<file path="config.mk">
export PLATFORM = sky130hd
export DESIGN_NAME = fp32_div_seq
export DESIGN_NICKNAME = d
export VERILOG_FILES = /design/src/rtl/fp32_pkg.sv /design/src/rtl/fp32_classify.sv /design/src/rtl/fp32_div_seq.sv
export SDC_FILE = /design/constraint.sdc
export NUM_CORES = 1
export LEC_CHECK = 0
export ABC_AREA = 1
export CAP_MARGIN = 20
export CORE_ASPECT_RATIO = 1.4
export CORE_MARGIN = 2
export CORE_UTILIZATION = 26
export DETAILED_ROUTE_END_ITERATION = 8
export PLACE_DENSITY = 0.41
export SYNTH_ARGS = -nofsm -noshare
export SYNTH_HDL_FRONTEND = slang
export SYNTH_SLANG_ARGS = --single-unit
</file>
<file path="constraint.sdc">
create_clock -name clk -period 3.9 [get_ports clk]
set_input_delay 0.78 -clock clk [delete_from_list [all_inputs] [get_ports clk]]
set_output_delay 0.78 -clock clk [all_outputs]
set_load 0.03 [all_outputs]
</file>
<file path="src/rtl/fp32_pkg.sv">
// Shared FP32 types and constants for the iterative divider.
package fp32_pkg;

  localparam int          FP32_BIAS   = 127;
  localparam int          FP32_EXP_W  = 8;
  localparam int          FP32_FRAC_W = 23;
  localparam logic [31:0] FP32_QNAN   = 32'h7FC0_0000;

  typedef struct packed {
    logic                   sign;
    logic [FP32_EXP_W-1:0]  exp;
    logic [FP32_FRAC_W-1:0] frac;
  } fp32_t;

  typedef enum logic [1:0] {
    IDLE,
    DIVIDE,
    NORM,
    DONE
  } div_state_t;

endpackage

</file>
<file path="src/rtl/fp32_classify.sv">
// Operand classifier: zero (subnormals flushed), infinity, NaN.
module fp32_classify
  import fp32_pkg::*;
(
  input  fp32_t x_i,
  output logic  is_zero_o,
  output logic  is_inf_o,
  output logic  is_nan_o
);

  logic unused_sign_w;

  assign unused_sign_w = x_i.sign;
  assign is_zero_o     = (x_i.exp == '0);
  assign is_inf_o      = (x_i.exp == '1) && (x_i.frac == '0);
  assign is_nan_o      = (x_i.exp == '1) && (x_i.frac != '0);

endmodule

</file>
<file path="src/rtl/fp32_div_seq.sv">
// Sequential FP32 divider, restoring radix-2, one quotient bit per cycle.
// Define FP32_DIV_RNE_EN for round-to-nearest-even; default truncates.
module fp32_div_seq
  import fp32_pkg::*;
#(
  parameter int QBITS = 26
) (
  input  logic        clk,
  input  logic        rst_n,
  input  logic        in_valid,
  output logic        in_ready,
  input  logic [31:0] in_a,
  input  logic [31:0] in_b,
  output logic        out_valid,
  input  logic        out_ready,
  output logic [31:0] out_result,
  output logic        out_dz
);

  localparam int RW = 25;

  function automatic logic [31:0] pack_result(input logic s, input logic signed [9:0] e,
                                              input logic [22:0] f);
    if (e >= 10'sd255) return {s, 8'hFF, 23'd0};
    else if (e <= 10'sd0) return {s, 31'd0};
    else return {s, e[7:0], f};
  endfunction

`ifdef FP32_DIV_RNE_EN
  function automatic logic [23:0] round_rne(input logic [22:0] f, input logic g, input logic s);
    return {1'b0, f} + {23'd0, g & (s | f[0])};
  endfunction
`endif

  fp32_t a_w, b_w;
  logic  a_zero, a_inf, a_nan, b_zero, b_inf, b_nan;

  assign a_w = in_a;
  assign b_w = in_b;

  fp32_classify u_cls_a (.x_i(a_w), .is_zero_o(a_zero), .is_inf_o(a_inf), .is_nan_o(a_nan));
  fp32_classify u_cls_b (.x_i(b_w), .is_zero_o(b_zero), .is_inf_o(b_inf), .is_nan_o(b_nan));

  div_state_t              state_q, state_d;
  logic [4:0]              cnt_q, cnt_d;
  logic [31:0]             res_q, res_d;
  logic                    dz_q, dz_d;
  logic [23:0]             mb_q, mb_d;
  logic [RW-1:0]           rem_q, rem_d;
  logic [QBITS-1:0]        quo_q, quo_d;
  logic signed [9:0]       exp_q, exp_d;
  logic                    sign_q, sign_d;

  logic                    accept, special, sign_w;
  logic [31:0]             spec_res;
  logic                    spec_dz;
  logic                    ge;
  logic [23:0]             rnext;
  logic [22:0]             frac_n;
  logic signed [9:0]       exp_n;
  logic [31:0]             norm_res;
`ifdef FP32_DIV_RNE_EN
  logic                    guard_n, sticky_n, carry_n;
`endif

  assign accept  = in_valid && (state_q == IDLE);
  assign sign_w  = a_w.sign ^ b_w.sign;
  assign special = a_nan | b_nan | a_zero | b_zero | a_inf | b_inf;

  // Special operands resolve in the accept cycle, in priority order.
  always_comb begin
    spec_dz = 1'b0;
    if (a_nan || b_nan || (a_zero && b_zero) || (a_inf && b_inf)) begin
      spec_res = FP32_QNAN;
    end else if (a_inf) begin
      spec_res = {sign_w, 8'hFF, 23'd0};
    end else if (b_zero) begin
      spec_res = {sign_w, 8'hFF, 23'd0};
      spec_dz  = 1'b1;
    end else begin
      spec_res = {sign_w, 31'd0};
    end
  end

  // Restoring step: remainder stays below 2*divisor, so it fits in 25 bits.
  assign ge    = (rem_q >= {1'b0, mb_q});
  assign rnext = ge ? 24'(rem_q - {1'b0, mb_q}) : rem_q[23:0];

  always_comb begin
    if (quo_q[QBITS-1]) begin
      frac_n = quo_q[QBITS-2:2];
      exp_n  = exp_q;
    end else begin
      frac_n = quo_q[QBITS-3:1];
      exp_n  = exp_q - 10'sd1;
    end
`ifdef FP32_DIV_RNE_EN
    guard_n  = quo_q[QBITS-1] ? quo_q[1] : quo_q[0];
    sticky_n = (quo_q[QBITS-1] & quo_q[0]) | (rem_q != '0);
    {carry_n, frac_n} = round_rne(frac_n, guard_n, sticky_n);
    exp_n = exp_n + $signed({9'd0, carry_n});
`endif
    norm_res = pack_result(sign_q, exp_n, frac_n);
  end

  always_comb begin
    state_d = state_q;
    cnt_d   = cnt_q;
    res_d   = res_q;
    dz_d    = dz_q;
    mb_d    = mb_q;
    rem_d   = rem_q;
    quo_d   = quo_q;
    exp_d   = exp_q;
    sign_d  = sign_q;
    case (state_q)
      IDLE: begin
        if (accept) begin
          sign_d = sign_w;
          exp_d  = $signed({2'b00, a_w.exp}) - $signed({2'b00, b_w.exp}) + 10'sd127;
          mb_d   = {1'b1, b_w.frac};
          rem_d  = {2'b01, a_w.frac};
          quo_d  = '0;
          cnt_d  = 5'(QBITS - 1);
          if (special) begin
            res_d   = spec_res;
            dz_d    = spec_dz;
            state_d = DONE;
          end else begin
            dz_d    = 1'b0;
            state_d = DIVIDE;
          end
        end
      end
      DIVIDE: begin
        quo_d = {quo_q[QBITS-2:0], ge};
        rem_d = {rnext, 1'b0};
        if (cnt_q == 5'd0) state_d = NORM;
        else cnt_d = cnt_q - 5'd1;
      end
      NORM: begin
        res_d   = norm_res;
        state_d = DONE;
      end
      DONE: begin
        if (out_ready) state_d = IDLE;
      end
      default: state_d = IDLE;
    endcase
  end

  always_ff @(posedge clk) begin
    if (!rst_n) begin
      state_q <= IDLE;
      cnt_q   <= '0;
      res_q   <= '0;
      dz_q    <= 1'b0;
    end else begin
      state_q <= state_d;
      cnt_q   <= cnt_d;
      res_q   <= res_d;
      dz_q    <= dz_d;
    end
  end

  always_ff @(posedge clk) begin
    mb_q   <= mb_d;
    rem_q  <= rem_d;
    quo_q  <= quo_d;
    exp_q  <= exp_d;
    sign_q <= sign_d;
  end

  assign in_ready   = (state_q == IDLE);
  assign out_valid  = (state_q == DONE);
  assign out_result = res_q;
  assign out_dz     = dz_q;

endmodule

</file>
==> results.json <==
{
  "status": "finished, final reports clean",
  "final_cells": 1635,
  "diodes": 0,
  "routedWlPerCell_um": 14.6,
  "worstPathRequired_ns": 4.19,
  "cp_slowest_stage_delay_ns": 0.48,
  "layout_common_cells": "nand2_1, inv_1, nor2_1",
  "slew_headroom_pct": 49.0,
  "clkSlewWorstSetupHoldPaths_ns": 0.06,
  "cp_common_cell": "nand2_1",
  "grt_pass1_wl_mm": 38.2,
  "layout_commonest_cell": "nand2_1",
  "area_growth_pct": 24.0,
  "rows": 78,
  "dieWidth_um": 157,
  "register_area_mm2": 0.00335,
  "cp_max_fo": 7,
  "setup_viol": 0,
  "vias": 7229,
  "final_layout_size_suffix_gt1_share_pct": 12.4,
  "overflow": 0,
  "grt_pass1_vias": 7340,
  "core_mm2": 0.0323,
  "ioPinCount": 103,
  "cts_resized": 0,
  "cts_sinks": 125,
  "hold_viol": 0,
  "antenna_found_initial": 0,
  "final_util_pct": 32.7,
  "insertion_delay_ns": 0.43,
  "dp_cells": 1603,
  "die_y_um": 218,
  "p_total_mw": 8.04,
  "htree_levels": 4,
  "syn_inst": 1082,
  "worst_slew_pin_slew_ns": 0.764,
  "crit_chain": "clkdlybuf4s50_1 > nor2_1 > nand2_1 > nor2_1 > nand3_1 > nand2_1 > o21ai_0 > nand2_1 > nand2_1 > nand2_1 > nand2_1 > nor2_1 > a21oi_1",
  "dp_hpwl_mm": 18.1,
  "p_per_area_mw_per_mm2": 761,
  "multi_input_area_mm2": 0.00440,
  "start_util_pct": 26.4,
  "finalClockSkew_ns": 0.0117,
  "cp_slowest_cell": "clkdlybuf4s50_1",
  "cp.arrival_ns": 3.15,
  "synth_area_leaders": "edfxtp_1, nand2_1, dfxtp_1, inv_1, ha_1",
  "gp_congestion": 0.807,
  "drtAntennaViolNets": 0,
  "path_class": "input pin to flop",
  "ys_seq_area_share_pct": 39.4,
  "hold_buffers": 0,
  "via_per_inst": 4.42,
  "syn_avg_cell_area_um2": 7.87,
  "clockBufferDepth": 2,
  "first_pass_iters": 6,
  "fillerInstances": 3498,
  "cts_tree": "built",
  "grt_max_degree": 52,
  "yosysWarnings": 0,
  "die-area_mm2": 0.0343,
  "report.final.slew_viol_count": 0,
  "end_kind": "flop",
  "ctsRootBufferMaster": "clkbuf_16",
  "start_kind": "input pin",
  "yosysTopAreaCellShare_pct": 30.0,
  "leakagePower_nw": 4.38,
  "first_iter_violations": 369,
  "post_synth_num_cell_types": 52,
  "nets": 1291,
  "cts_made_buffers": 17,
  "cap_violations": 0,
  "period_share_pct": 73.3,
  "drcViolationCount": 0,
  "routed_wl_mm": 23.9,
  "synth_seq_cells": 125,
  "portBuffers": 102,
  "yosysTopAreaCell": "edfxtp_1",
  "finalCriticalPeriod_ns": 2.86,
  "grt_setup_unrepaired": "no",
  "fmax_mhz": 350,
  "post_cts_buffers": 0,
  "grt_usage_pct": 14.4,
  "ir_worst_vdd_uv": 302,
  "syn_nets": 1191,
  "hold_path.class": "flop to flop",
  "finalSetupTns_ns": 0,
  "netlist_area_mm2": 0.00852
}
## final timing paths
kind | from | endpoint | slack, ns | depth (start not counted)
min | out_result[9] | out_result[9] | 0.46 | 2
min reg2reg | out_result[9] | out_result[9] | 0.46 | 2
max reg2reg | state_q[1] | cnt_q[4] | 1.14 | 11
max | in_a[18] | out_result[24] | 1.04 | 13
## metrics by stage
stage                     worst slack, ns  area [µm²]  hold slack, ns
after floorplan                     0.451        8520           0.473
after global routing                0.841       10600           0.492
after global placement              0.671       10000           0.453
after detailed placement            0.610       10000           0.455
final                                1.04       10600           0.464
after CTS                            1.04       10600           0.465
## where the power goes
group          total [mW]  switching [mW]  leakage [nW]  internal (mW)
logic                4.21            2.73          2.96           1.48
clock network        1.54           0.643         0.279          0.892
registers            2.30           0.273          1.14           2.03
## worst max-delay path, delay by kind of cell
kind	cells	cell delay, ns
and+or+nand+nor	10	1.55
buffers and inverters	1	0.48
AOI/OAI and AO/OA	2	0.32
## synthesized netlist by cell type, drive strengths merged
| cell | count |
|---|---|
| clkinv | 1 |
| edfxtp | 85 |
| o22ai | 1 |
| fa | 2 |
| ha | 39 |
| inv | 145 |
| a211oi | 3 |
| a21oi | 71 |
| a31o | 1 |
| buf | 21 |
| nor4 | 2 |
| nand3 | 74 |
| xor2 | 16 |
| nor3 | 8 |
| nand2 | 261 |
| or2 | 22 |
| a221oi | 1 |
| o21ai | 52 |
| and2 | 2 |
| nand2b | 1 |
| o211ai | 23 |
| a21boi | 3 |
| or3 | 1 |
| o21bai | 4 |
| nand3b | 6 |
| a21o | 5 |
| nand4 | 27 |
| clkbuf | 14 |
| dfxtp | 40 |
| o21a | 2 |
| xnor2 | 16 |
| nor2 | 133 |
## logic make-up (layout without fill, tap and decap cells)
| kind of cell | after synthesis | count (layout) | share of synthesized area, % |
|---|---|---|---|
| DFF | 125 | 125 | 39.4 |
| and+or+nand+nor | 537 | 537 | 29.4 |
| xor gates and xnor gates | 32 | 32 | 3.29 |
| buffers and inverters | 181 | 294 | 9.24 |
| adders and majority gates | 41 | 41 | 6.20 |
| AOI/OAI and AO/OA | 166 | 166 | 12.5 |
## cell type report
type	count	area share [%]
flip-flops and latches	125	31.7
multi-input cells	776	41.7
clock buffers	21	4.57
repair buffers	116	10.8
well taps	440	5.21
inverters	146	5.28
clock inverters	11	0.746
## sequential cells by signal, summed over array words and instances, names as in the netlist
| signal | count |
|---|---|
| out_dz | 1 |
| cnt_q | 5 |
| out_result | 32 |
| quo_q | 26 |
| state_q | 2 |
| rem_q | 25 |
| mb_q | 23 |
| sign_q | 1 |
| exp_q | 10 |
## per-layer routing
layer / share of wire [%] / up-vias / track usage (%)
met2: 55 / 128 / 27.7
met1: 41 / 3309 / 16.0
li1: - / 3768 / -
met5: 0 / - / 0
met3: 3.2 / 24 / 2.54
met4: 1.6 / 0 / 4.22
Note: power is estimated with default switching activity, not from simulation.
